`config.mk`:
```
export PLATFORM = sky130hd
export DESIGN_NAME = dds_wave_gen
export DESIGN_NICKNAME = d
export VERILOG_FILES = /design/src/rtl/dds_wave_pkg.sv /design/src/rtl/sine_lut_quarter.sv /design/src/rtl/dds_wave_gen.sv
export SDC_FILE = /design/constraint.sdc
export NUM_CORES = 1
export LEC_CHECK = 0
export BUFFER_PORTS_ARGS = -buffer_cell sky130_fd_sc_hd__clkbuf_2
export CAP_MARGIN = 20
export CORE_UTILIZATION = 54
export CTS_BUF_LIST = sky130_fd_sc_hd__clkbuf_2
export DETAILED_ROUTE_END_ITERATION = 10
export GPL_TIMING_DRIVEN = 0
export PLACE_DENSITY = 0.74
export SLEW_MARGIN = 0
export SYNTH_ARGS = -nofsm -noshare
export SYNTH_HDL_FRONTEND = slang
export SYNTH_SLANG_ARGS = --single-unit
```
`constraint.sdc`:
```
create_clock -name clk -period 5.65 [get_ports clk]
set_clock_uncertainty 0.1 [all_clocks]
set_input_delay 0.565 -clock clk [delete_from_list [all_inputs] [get_ports clk]]
set_output_delay 0.565 -clock clk [all_outputs]
set_load 0.005 [all_outputs]
```
`src/rtl/dds_wave_pkg.sv`:
```
// dds_wave_pkg: waveform select codes, FSM encoding and level helpers for dds_wave_gen.
// Rev 1.0
`default_nettype none

package dds_wave_pkg;

   localparam logic [2:0] WAVE_SAW    = 3'd0;
   localparam logic [2:0] WAVE_TRI    = 3'd1;
   localparam logic [2:0] WAVE_SQUARE = 3'd2;
   localparam logic [2:0] WAVE_SINE   = 3'd3;
   localparam logic [2:0] WAVE_FULL   = 3'd4;
   localparam logic [2:0] WAVE_HALF   = 3'd5;

   typedef enum logic [1:0] {
      ST_STOP = 2'd0,
      ST_RUN  = 2'd1,
      ST_PEND = 2'd2
   } state_t;

   function automatic int unsigned wave_max(input int unsigned w);
      return (32'd1 << w) - 32'd1;
   endfunction

   function automatic int unsigned wave_mid(input int unsigned w);
      return 32'd1 << (w - 32'd1);
   endfunction

endpackage

`default_nettype wire

```
`src/rtl/sine_lut_quarter.sv`:
```
// sine_lut_quarter: quarter-wave sine ROM with mirroring, offset-binary output, 1-cycle latency.
// Rev 1.0
`default_nettype none

module sine_lut_quarter
   import dds_wave_pkg::*;
#(
   parameter int DATA_W = 8
) (
   input  logic              clk,
   input  logic              rst,
   input  logic              en,
   input  logic [DATA_W-1:0] addr,
   output logic [DATA_W-1:0] sample
);

   localparam int Q = 2 ** (DATA_W - 2);
   localparam logic [DATA_W-1:0] MID = DATA_W'(wave_mid(DATA_W));

   // Bhaskara sine approximation sampled at half-step offsets so the quarter mirrors exactly.
   function automatic logic [DATA_W-2:0] quarter_val(input int i);
      longint amp_l, n, a, ab, num, den;
      amp_l = longint'(wave_mid(DATA_W)) - 64'sd1;
      n     = 64'sd4 * longint'(Q);
      a     = 64'sd2 * longint'(i) + 64'sd1;
      ab    = a * (n - a);
      num   = 64'sd32 * amp_l * ab;
      den   = 64'sd5 * n * n - 64'sd4 * ab;
      return (DATA_W-1)'((num + den) / (64'sd2 * den));
   endfunction

   logic [DATA_W-2:0] rom [Q];

   generate
      for (genvar gi = 0; gi < Q; gi++) begin : g_rom
         assign rom[gi] = quarter_val(gi);
      end
   endgenerate

   logic [1:0]        quad;
   logic [DATA_W-3:0] idx;
   logic [DATA_W-3:0] ridx;
   logic [DATA_W-2:0] mag;
   logic [DATA_W-1:0] value;

   always_comb begin
      quad  = addr[DATA_W-1 -: 2];
      idx   = addr[DATA_W-3:0];
      ridx  = quad[0] ? ~idx : idx;
      mag   = rom[ridx];
      value = quad[1] ? (MID - {1'b0, mag}) : (MID + {1'b0, mag});
   end

   always_ff @(posedge clk) begin
      if (rst) begin
         sample <= '0;
      end else if (en) begin
         sample <= value;
      end
   end

endmodule

`default_nettype wire

```
`src/rtl/dds_wave_gen.sv`:
```
// dds_wave_gen: phase-accumulator multi-waveform generator with wrap-synchronous config updates.
// Rev 1.0
`default_nettype none

module dds_wave_gen
   import dds_wave_pkg::*;
#(
   parameter int DATA_W  = 8,
   parameter int PHASE_W = 16
) (
   input  logic               clk,
   input  logic               rst,
   input  logic               en,
   input  logic               cfg_valid,
   output logic               cfg_ready,
   input  logic [2:0]         cfg_sel,
   input  logic [PHASE_W-1:0] cfg_ftw,
   input  logic [DATA_W-1:0]  cfg_duty,
   input  logic [DATA_W-1:0]  cfg_amp,
   output logic               out_valid,
   output logic [DATA_W-1:0]  out_signal,
   output logic               wrap
);

   localparam logic [DATA_W-1:0] MAX = DATA_W'(wave_max(DATA_W));
   localparam logic [DATA_W-1:0] MID = DATA_W'(wave_mid(DATA_W));

   state_t state, next_state;

   logic [PHASE_W-1:0] ftw_act, ftw_sh;
   logic [2:0]         sel_act, sel_sh;
   logic [DATA_W-1:0]  duty_act, duty_sh;
   logic [DATA_W-1:0]  amp_act, amp_sh;

   logic [PHASE_W-1:0] phase;
   logic [PHASE_W:0]   phase_sum;
   logic               carry, carry_d;
   logic               xfer, load_direct, load_shadow, apply_shadow;

   assign phase_sum = {1'b0, phase} + {1'b0, ftw_act};
   assign carry     = en && phase_sum[PHASE_W];
   assign cfg_ready = (state != ST_PEND);
   assign xfer      = cfg_valid && cfg_ready;

   always_ff @(posedge clk) begin
      if (rst) begin
         state <= ST_STOP;
      end else begin
         state <= next_state;
      end
   end

   always_comb begin
      next_state   = state;
      load_direct  = 1'b0;
      load_shadow  = 1'b0;
      apply_shadow = 1'b0;
      if (!en) begin
         next_state = ST_STOP;
         if (state == ST_PEND) begin
            apply_shadow = 1'b1;
         end else if (xfer) begin
            load_direct = 1'b1;
         end
      end else begin
         case (state)
            ST_STOP: begin
               next_state = ST_RUN;
               if (xfer) begin
                  load_direct = 1'b1;
               end
            end
            ST_RUN: begin
               if (xfer) begin
                  next_state  = ST_PEND;
                  load_shadow = 1'b1;
               end
            end
            ST_PEND: begin
               if (carry) begin
                  next_state   = ST_RUN;
                  apply_shadow = 1'b1;
               end
            end
            default: next_state = ST_STOP;
         endcase
      end
   end

   always_ff @(posedge clk) begin
      if (rst) begin
         ftw_act  <= '0;
         sel_act  <= '0;
         duty_act <= '0;
         amp_act  <= '0;
         ftw_sh   <= '0;
         sel_sh   <= '0;
         duty_sh  <= '0;
         amp_sh   <= '0;
      end else begin
         if (load_direct) begin
            ftw_act  <= cfg_ftw;
            sel_act  <= cfg_sel;
            duty_act <= cfg_duty;
            amp_act  <= cfg_amp;
         end else if (apply_shadow) begin
            ftw_act  <= ftw_sh;
            sel_act  <= sel_sh;
            duty_act <= duty_sh;
            amp_act  <= amp_sh;
         end
         if (load_shadow) begin
            ftw_sh  <= cfg_ftw;
            sel_sh  <= cfg_sel;
            duty_sh <= cfg_duty;
            amp_sh  <= cfg_amp;
         end
      end
   end

   // carry_d flags that the phase now held is the first one after a wrap.
   always_ff @(posedge clk) begin
      if (rst) begin
         phase   <= '0;
         carry_d <= 1'b0;
      end else if (en) begin
         phase   <= phase_sum[PHASE_W-1:0];
         carry_d <= phase_sum[PHASE_W];
      end
   end

   // Each sample carries the config it was generated with, so a swap never tears a sample.
   logic              v0, v1;
   logic [DATA_W-1:0] s0_p, s0_duty, s0_amp;
   logic [2:0]        s0_sel;
   logic              s0_wrap;
   logic [DATA_W-1:0] s1_shape, s1_amp;
   logic [2:0]        s1_sel;
   logic              s1_wrap;

   always_ff @(posedge clk) begin
      if (rst) begin
         v0      <= 1'b0;
         s0_p    <= '0;
         s0_sel  <= '0;
         s0_duty <= '0;
         s0_amp  <= '0;
         s0_wrap <= 1'b0;
      end else begin
         v0 <= en;
         if (en) begin
            s0_p    <= phase[PHASE_W-1 -: DATA_W];
            s0_sel  <= sel_act;
            s0_duty <= duty_act;
            s0_amp  <= amp_act;
            s0_wrap <= carry_d;
         end
      end
   end

   logic [DATA_W-1:0] tri_dbl, shape_s0;

   always_comb begin
      shape_s0 = '0;
      tri_dbl  = {s0_p[DATA_W-2:0], 1'b0};
      case (s0_sel)
         WAVE_SAW:    shape_s0 = s0_p;
         WAVE_TRI:    shape_s0 = s0_p[DATA_W-1] ? ~tri_dbl : tri_dbl;
         WAVE_SQUARE: shape_s0 = (s0_p < s0_duty) ? MAX : '0;
         default:     shape_s0 = '0;
      endcase
   end

   logic [DATA_W-1:0] lut_q;

   sine_lut_quarter #(
      .DATA_W (DATA_W)
   ) u_sine (
      .clk    (clk),
      .rst    (rst),
      .en     (en),
      .addr   (s0_p),
      .sample (lut_q)
   );

   always_ff @(posedge clk) begin
      if (rst) begin
         v1       <= 1'b0;
         s1_shape <= '0;
         s1_sel   <= '0;
         s1_amp   <= '0;
         s1_wrap  <= 1'b0;
      end else begin
         v1 <= en && v0;
         if (en) begin
            s1_shape <= shape_s0;
            s1_sel   <= s0_sel;
            s1_amp   <= s0_amp;
            s1_wrap  <= s0_wrap;
         end
      end
   end

   logic [DATA_W-1:0]   shape_s1, scaled;
   logic [DATA_W:0]     amp_p1;
   logic [2*DATA_W:0]   product;

   always_comb begin
      shape_s1 = s1_shape;
      case (s1_sel)
         WAVE_SINE: shape_s1 = lut_q;
         WAVE_FULL: shape_s1 = (lut_q < MID) ? (MAX - lut_q) : lut_q;
         WAVE_HALF: shape_s1 = (lut_q < MID) ? MID : lut_q;
         default:   shape_s1 = s1_shape;
      endcase
      amp_p1  = {1'b0, s1_amp} + (DATA_W+1)'(1);
      product = {{(DATA_W+1){1'b0}}, shape_s1} * {{DATA_W{1'b0}}, amp_p1};
      scaled  = DATA_W'(product >> DATA_W);
   end

   always_ff @(posedge clk) begin
      if (rst) begin
         out_valid  <= 1'b0;
         out_signal <= '0;
         wrap       <= 1'b0;
      end else begin
         out_valid <= en && v1;
         wrap      <= en && v1 && s1_wrap;
         if (en && v1) begin
            out_signal <= scaled;
         end
      end
   end

endmodule

`default_nettype wire

```
==> results of run 1 <==
-- stage by stage --
stage                     setup TNS [ps]  hold slack, ps  utilization, %  instance area, sq um  cells
final                                  0             152            62.0                 12500   1702
after global routing                -133             119            62.0                 12500   1702
after CTS                              0            90.3            61.0                 12300   1699
after detailed placement           -2650             349            57.8                 11700   1633
after global placement             -2390             338            57.8                 11700   1633
after floorplan                        0             337               -                 11100   1315
-- cell usage after synthesis, drive strengths merged, types with 27 or more instances --
cell type / instances
nor2: 158
dfxtp: 157
nand2: 122
inv: 85
a21oi: 75
ha: 70
clkbuf: 54
mux2i: 50
fa: 41
buf: 40
o221a: 38
o32a: 35
o21ai: 31
nor2b: 27
-- routing by layer --
layer  vias up  wire length (um)  GRT usage (%)
met5         -                 0              0
met4         0               792           10.6
met3        62              1780           4.26
met2       405             14700           50.4
met1      4945             13600           37.7
li1       4937                 -              -
-- state kept, by name, summed over array words and instances (netlist names), 2 cells and up --
| signal | flops |
|---|---|
| s0_p | 8 |
| ftw_act | 16 |
| s1_sel | 3 |
| duty_sh | 8 |
| state | 2 |
| sel_sh | 3 |
| s0_duty | 8 |
| u_sine.sample | 8 |
| s1_amp | 8 |
| s0_amp | 8 |
| out_signal | 8 |
| duty_act | 8 |
| s0_sel | 3 |
| ftw_sh | 16 |
| amp_sh | 8 |
| s1_shape | 8 |
| phase | 16 |
| amp_act | 8 |
| sel_act | 3 |
-- cell families after synthesis --
logic type,count (synthesis)
compound gates,328
xor+xnor,32
fa+ha+maj,111
buf+inv,180
flops,157
mux,53
simple gates,454
-- cells in the final DEF (no fill, tap or decap), drive strengths merged, types with 9 or more instances in the layout --
master	synthesis	routed
a211oi	20	20
a21o	21	21
a21oi	75	75
a311oi	15	15
and3	13	13
buf	40	42
clkbuf	54	118
dfxtp	157	157
dlygate4sd3	0	36
fa	41	41
ha	70	70
inv	85	93
mux2i	50	50
nand2	122	122
nand2b	20	20
nand3	25	25
nand3b	9	9
nor2	158	158
nor2b	27	27
nor3	15	15
o21ai	31	31
o221a	38	38
o22ai	16	16
o32a	35	35
or2	17	17
or3	15	15
xnor2	21	21
xor2	11	11
-- power by group --
part | total, W | internal, W | switching [W]
Sequential | 0.00126 | 0.00119 | 0.0000662
Clock | 0.000616 | 0.000147 | 0.000469
Combinational | 0.000708 | 0.000301 | 0.000407
-- what timing repair did --
action	CTS	global route
setup buffers	0	2
hold buffers	36	0
pin swaps	0	10
resized for setup	11	35
setup endpoints to repair	8	8
endpoints found under the hold margin	36	0
-- cell type report --
cell class              count  area, sq um
flip-flops and latches    157         3150
inverters                  86          323
plain buffers              92          439
fillers                  1730         7700
repair buffers             86          616
well taps                 270          338
diodes                      1         2.50
clock buffers              18         90.1
multi-input cells         978         7430
clock inverters            14          149
-- final timing paths --
path                                start            end  cells past startpoint
worst max register to register  s1_amp[3]  out_signal[6]                     18
worst min register to register  ftw_sh[1]      ftw_sh[1]                      2
worst max-delay path            s1_amp[3]  out_signal[6]                     18
worst min-delay path                  rst      phase[13]                      4
-- critical path: cells and delay by family (launching register included) --
family          cells  cell delay [ps]
flops               1              550
compound gates      6             1260
xor+xnor            1              300
simple gates        4              760
fa+ha+maj           5             2280
buf+inv             2              100
==> reports/qor.txt, run 1 <==
Wire per inst = 18.2 um
Pwr dens = 206 nW/um^2
Max Root-Sink Buffers = 2
Routability-driven placement congestion ratio = 0.947
EDFF count, synth = 0
Detailed Route Iter0 Violations = 955
Syn_nets = 1465
Max Slew Vio Count = 0
Clk Latency, worst-skew pair = 770 ps
Core Area = 20200 sq um
Area Growth Syn to Fin = 12.8%
CP arrival = 5980 ps
Chip width = 145 um
Synth Area in Compound Gates = 22.8%
Port Buffers = 48
Final cycle utilization of the critical path = 95.6%
Tmin final = 5400 ps
Flop2flop setup slack = 250 ps
Mux contribution to synthesized area = 4.81%
CTS tree = done
Clock Tree Root = clkbuf_2
Largest family of logic cells by synthesized area = compound AO/OA/AOI/OAI gates
Yosys top cell by area = dfxtp_1
First-pass GRT wire length = 50.5 mm
Status = finished, final reports clean
Boundary Pins = 50
Post-synthesis xor/xnor area fraction = 2.52%
Post-DP HPWL = 22.8 mm
YS warnings = 0
Worst min path class = in2reg
Total power = 0.00258 W
Slack of the critical path = 249 ps
Starting density of the core = 54.9%
Yosys cell types = 81
Max_cap viols = 0
Final wirelength = 30.9 mm
Simple-gate share of the synthesized area = 19.5%
Register bit total from synthesis = 157
Worst path cell trace = and3_1, and3_1, nand3_1, xor2_4, nor2_1, fa_1, inv_1, fa_1, fa_1, inv_1, fa_1, ha_1, a21o_1, a21o_1, a211oi_2, o21ai_0, a211o_1, a32o_1
CTS buffer count = 17
LEAKAGE = 5.24 nW
Critical-path top delay cell = dfxtp_1
Crit-path most repeated cell = fa_1
Vias in the first global route = 9986
Startpoint Class = flop
ANT nets after route = 0
Post-synthesis sequential area ratio = 28.3%
CP Data Required Time = 6230 ps
First-pass DRT Iterations = 6
Final setup viols = 0
Post-place setup slack = -432 ps
RSZ-0062 raised after global routing = true
Critical Path Max Stage Delay = 550 ps
Ys flop type = dfxtp_1
Global route overflow = 0
Layout cell share with drive strength beyond 1 = 14.9%
Routed vias/inst = 6.08
Adder-cell share of the synthesized area = 15.3%
Pin count of the biggest net entering global routing = 18
Nets = 1568
DIE AREA = 21200 sq um
Crit Path Max Fanout = 8
Row Count = 52
F_max = 0.185 GHz
Clock transition at the registers of the reported paths = 240 ps
Crit path kind = reg2reg
DRC Markers = 0
Peak VDD IR = 0.000187 V
Slew headroom = 32.1%
Die extent in y = 145 um
Synth async-reset ratio = 0%
Worst Tran Pin Value = 1010 ps
Cell count after synthesis = 1315
Number of antenna violations at the first check in global routing = 1
Syn Std Cell Area = 11100 sq um
TritonCTS Sinks = 157
Share of the synthesized area in the top cell type = 28.3%
Avg Inst Size Synth = 8.45 sq um
Vias after detailed routing = 10.3k
Dominant cells by area after synthesis = dfxtp_1 28%, ha_1 7.9%, fa_1 7.4%
Hold violation total from the final report = 0
CP Capture Type = flop
H-tree depth = 4
Gr usage total = 29.4%
Note: power is estimated with default switching activity, not from simulation.
==> run 2, diff against run 1 <==
--- a/config.mk
+++ b/config.mk
@@ -5,11 +5,14 @@
 export SDC_FILE = /design/constraint.sdc
 export NUM_CORES = 1
 export LEC_CHECK = 0
+export ABC_AREA = 1
 export BUFFER_PORTS_ARGS = -buffer_cell sky130_fd_sc_hd__clkbuf_2
 export CAP_MARGIN = 20
+export CORE_MARGIN = 5
 export CORE_UTILIZATION = 54
 export CTS_BUF_LIST = sky130_fd_sc_hd__clkbuf_2
 export DETAILED_ROUTE_END_ITERATION = 10
+export GPL_ROUTABILITY_DRIVEN = 0
 export GPL_TIMING_DRIVEN = 0
 export PLACE_DENSITY = 0.74
 export SLEW_MARGIN = 0
==> reports/qor.txt, run 2 <==
Number of antenna violations at the first check in global routing = 1 (unchanged)
Starting density of the core = 54.3% (was 54.9%)
Dominant cells by area after synthesis = dfxtp_1 30%, nor2_1 9.4%, ha_1 8.4% (was dfxtp_1 28%, ha_1 7.9%, fa_1 7.4%)
Chip width = 149 um (was 145 um)
Grt met3 use = 3.62% (was 4.26%)
Max Slew Vio Count = 0 (unchanged)
Syn_nets = 1648 (was 1465)
CP Data Required Time = 6200 ps (was 6230 ps)
Flop2flop setup slack = 350 ps (was 250 ps)
Max_cap viols = 0 (unchanged)
Avg Inst Size Synth = 6.99 sq um (was 8.45 sq um)
Busiest grt layer = met2 (unchanged)
Gr usage total = 24.1% (was 29.4%)
Setup TNS = 0 ps (unchanged)
Register bit total from synthesis = 157 (unchanged)
Peak VDD IR = 0.000184 V (was 0.000187 V)
Yosys top cell by area = dfxtp_1 (unchanged)
Crit path kind = reg2reg (unchanged)
Die extent in y = 149 um (was 145 um)
Hold path endpoint = ftw_sh[2] (was phase[13])
Hold Path Depth = 3 (was 4)
Startpoint Class = flop (unchanged)
Pwr dens = 222 nW/um^2 (was 206 nW/um^2)
Max Root-Sink Buffers = 2 (unchanged)
Nets = 1750 (was 1568)
Core Area = 19300 sq um (was 20200 sq um)
Largest family of logic cells by synthesized area = simple AND/OR/NAND/NOR gates (was compound AO/OA/AOI/OAI gates)
Ys flop type = dfxtp_1 (unchanged)
DRC Markers = 0 (unchanged)
DIE AREA = 22300 sq um (was 21200 sq um)
Detailed Route Iter0 Violations = 729 (was 955)
Simple-gate share of the synthesized area = 25.3% (was 19.5%)
Synth async-reset ratio = 0% (unchanged)
Vias in the first global route = 9198 (was 9986)
Area after DPL = 11000 sq um (was 11700 sq um)
Adder-cell share of the synthesized area = 16.2% (was 15.3%)
Hold Startpoint = cfg_ftw[2] (was rst)
YS warnings = 0 (unchanged)
Commonest non-fill, non-tap cells in the layout = 261 x nor2_1, 220 x nand2_1, 187 x inv_1 (was 156 x nor2_1, 155 x dfxtp_1, 122 x nand2_1)
Final wirelength = 26.4 mm (was 30.9 mm)
Met2 usage = 40.8% (was 50.4%)
Mux contribution to synthesized area = 0% (was 4.81%)
Crit Path Max Fanout = 10 (was 8)
Tmin final = 5300 ps (was 5400 ps)
RSZ-0062 raised after global routing = false (was true)
Boundary Pins = 50 (unchanged)
Post-DP HPWL = 20.4 mm (was 22.8 mm)
CP arrival = 5850 ps (was 5980 ps)
Final setup viols = 0 (unchanged)
R2R depth = 23 (was 18)
TritonCTS Sinks = 157 (unchanged)
F_max = 0.189 GHz (was 0.185 GHz)
Met1 GRT Util = 32.5% (was 37.7%)
Vias after detailed routing = 9904 (was 10.3k)
LEAKAGE = 5.50 nW (was 5.24 nW)
Critical R2R Launch = s1_sel[2] (was s1_amp[3])
Worst min path class = in2reg (unchanged)
Worst Tran Pin Value = 839 ps (was 1010 ps)
First-pass DRT Iterations = 5 (was 6)
Synth Area in Compound Gates = 16.5% (was 22.8%)
Leading cell types by count after synthesis = 261 x nor2_1, 220 x nand2_1, 187 x inv_1 (was 157 x dfxtp_1, 157 x nor2_1, 122 x nand2_1)
Post-synthesis sequential area ratio = 30.0% (was 28.3%)
Routed vias/inst = 5.27 (was 6.08)
Clock transition at the registers of the reported paths = 230 ps (was 240 ps)
Post-synthesis xor/xnor area fraction = 1.77% (was 2.52%)
Critical R2R Capture = out_signal[6] (unchanged)
WHS = 43.1 ps (was 152 ps)
CTS tree = done (unchanged)
Final cycle utilization of the critical path = 93.8% (was 95.6%)
Clk Latency, worst-skew pair = 730 ps (was 770 ps)
Global route overflow = 0 (unchanged)
CP Capture Type = flop (unchanged)
Area Growth Syn to Fin = 11.6% (was 12.8%)
Wire per inst = 14.1 um (was 18.2 um)
Cell with the most instances after synthesis = nor2_1
Hold violation total from the final report = 0 (unchanged)
Pin count of the biggest net entering global routing = 17 (was 18)
ANT nets after route = 0 (unchanged)
Port Buffers = 48 (unchanged)
Clock Tree Root = clkbuf_2 (unchanged)
CTS buffer count = 17 (unchanged)
H-tree depth = 4 (unchanged)
Syn Std Cell Area = 10500 sq um (was 11100 sq um)
Slew headroom = 43.7% (was 32.1%)
Top Registers = ftw_act x16, ftw_sh x16, phase x16 (unchanged)
Yosys cell types = 49 (was 81)
Row Count = 51 (was 52)
Commonest non-fill, non-tap cell in the layout = nor2_1 (unchanged)
Cell count after synthesis = 1498 (was 1315)
Fin area = 11700 sq um (was 12500 sq um)
Status = finished, final reports clean (unchanged)
First-pass GRT wire length = 44.1 mm (was 50.5 mm)
EDFF count, synth = 0 (unchanged)
Number of setup buffers added after CTS = 0 (unchanged)
Layout cell share with drive strength beyond 1 = 9.92% (was 14.9%)
Share of the synthesized area in the top cell type = 30.0% (was 28.3%)
run 2: cell count changes in the layout (fill, tap and decap cells not counted), sizes merged, moves of 24 or more:
cell,previous run,this run
a21oi,75,149
nor2b,27,0
o32a,35,0
nand3,25,83
buf,42,18
nor2,158,267
mux2i,50,0
o21ai,31,152
o221a,38,0
nand2,122,245
inv,93,203
run 2: report_power, final:
group	switching (W)	total (W)	internal, W
Combinational	0.000482	0.000760	0.000278
Sequential	0.0000570	0.00124	0.00118
Clock	0.000423	0.000593	0.000169
Total	0.000963	0.00259	0.00163
run 2: cell families (layout without fill, tap and decap cells):
kind of cell,after synthesis,count (layout)
AOI/OAI and AO/OA,327,327
xor gates and xnor gates,19,19
adders and majority gates,111,111
buffers and inverters,263,378
DFF,157,157
other,0,1
and+or+nand+nor,621,621
run 2: worst max-delay path, stage by stage, from the launching register on:
cell	delay, ps
dfxtp_1	350
buf_2	170
inv_2	80
nand3_2	90
nand2_2	150
clkbuf_4	270
nand2_1	90
o22ai_2	380
nor2_1	140
fa_1	520
inv_1	50
fa_1	480
fa_1	540
inv_1	50
fa_1	470
ha_1	380
nand2_1	110
nor3_1	240
and3_1	200
nand2_1	90
nand3_1	80
nand2_1	50
nor2_1	100
nor2_1	50
run 2: layer usage:
metal | vias up | share of wire [%]
met2 | 299 | 48
li1 | 5026 | -
met3 | 39 | 5.3
met4 | 0 | 1.9
met5 | - | 0
met1 | 4540 | 45
run 2: how the worst max path moves through the flow:
stage | startpoint | endpoint | slack, ps | cells past startpoint
after floorplan | s1_sel[2] | out_signal[7] | 790 | 21
after global routing | s1_sel[2] | out_signal[6] | 30 | 23
after global placement | s1_sel[2] | out_signal[7] | 230 | 21
after detailed placement | s1_sel[2] | out_signal[7] | 150 | 22
after CTS | s1_sel[2] | out_signal[7] | 130 | 22
final | s1_sel[2] | out_signal[6] | 350 | 23
run 2: final cells by class:
class                           count  area, sq um
Antenna cell                        1         2.50
Buffer                             64          313
Clock buffer                       18         90.1
Clock inverter                     14          135
Fill cell                        1851         7590
Inverter                          199          752
Multi-Input combinational cell   1078         6320
Sequential cell                   157         3140
Tap cell                          265          332
Timing Repair Buffer               83          591
run 2: what timing repair did:
action | 4_1_cts | 5_1_grt
hold buffers | 34 | 1
hold endpoints to repair | 35 | 1
endpoints found under the setup margin | 0 | 8
resized for setup | 0 | 10
run 2: through the flow:
| step | power, W | std cells | worst slack, ps | utilization, % |
|---|---|---|---|---|
| 2_1_floorplan | 0.00179 | 1498 | 790 | - |
| 3_3_place_gp | 0.00196 | 1811 | 235 | 57.3 |
| 3_5_place_dp | 0.00198 | 1811 | 150 | 57.3 |
| 4_1_cts | 0.00259 | 1877 | 129 | 60.2 |
| 5_1_grt | 0.00277 | 1879 | 27.6 | 60.6 |
| 6_report | 0.00259 | 1879 | 352 | 60.6 |
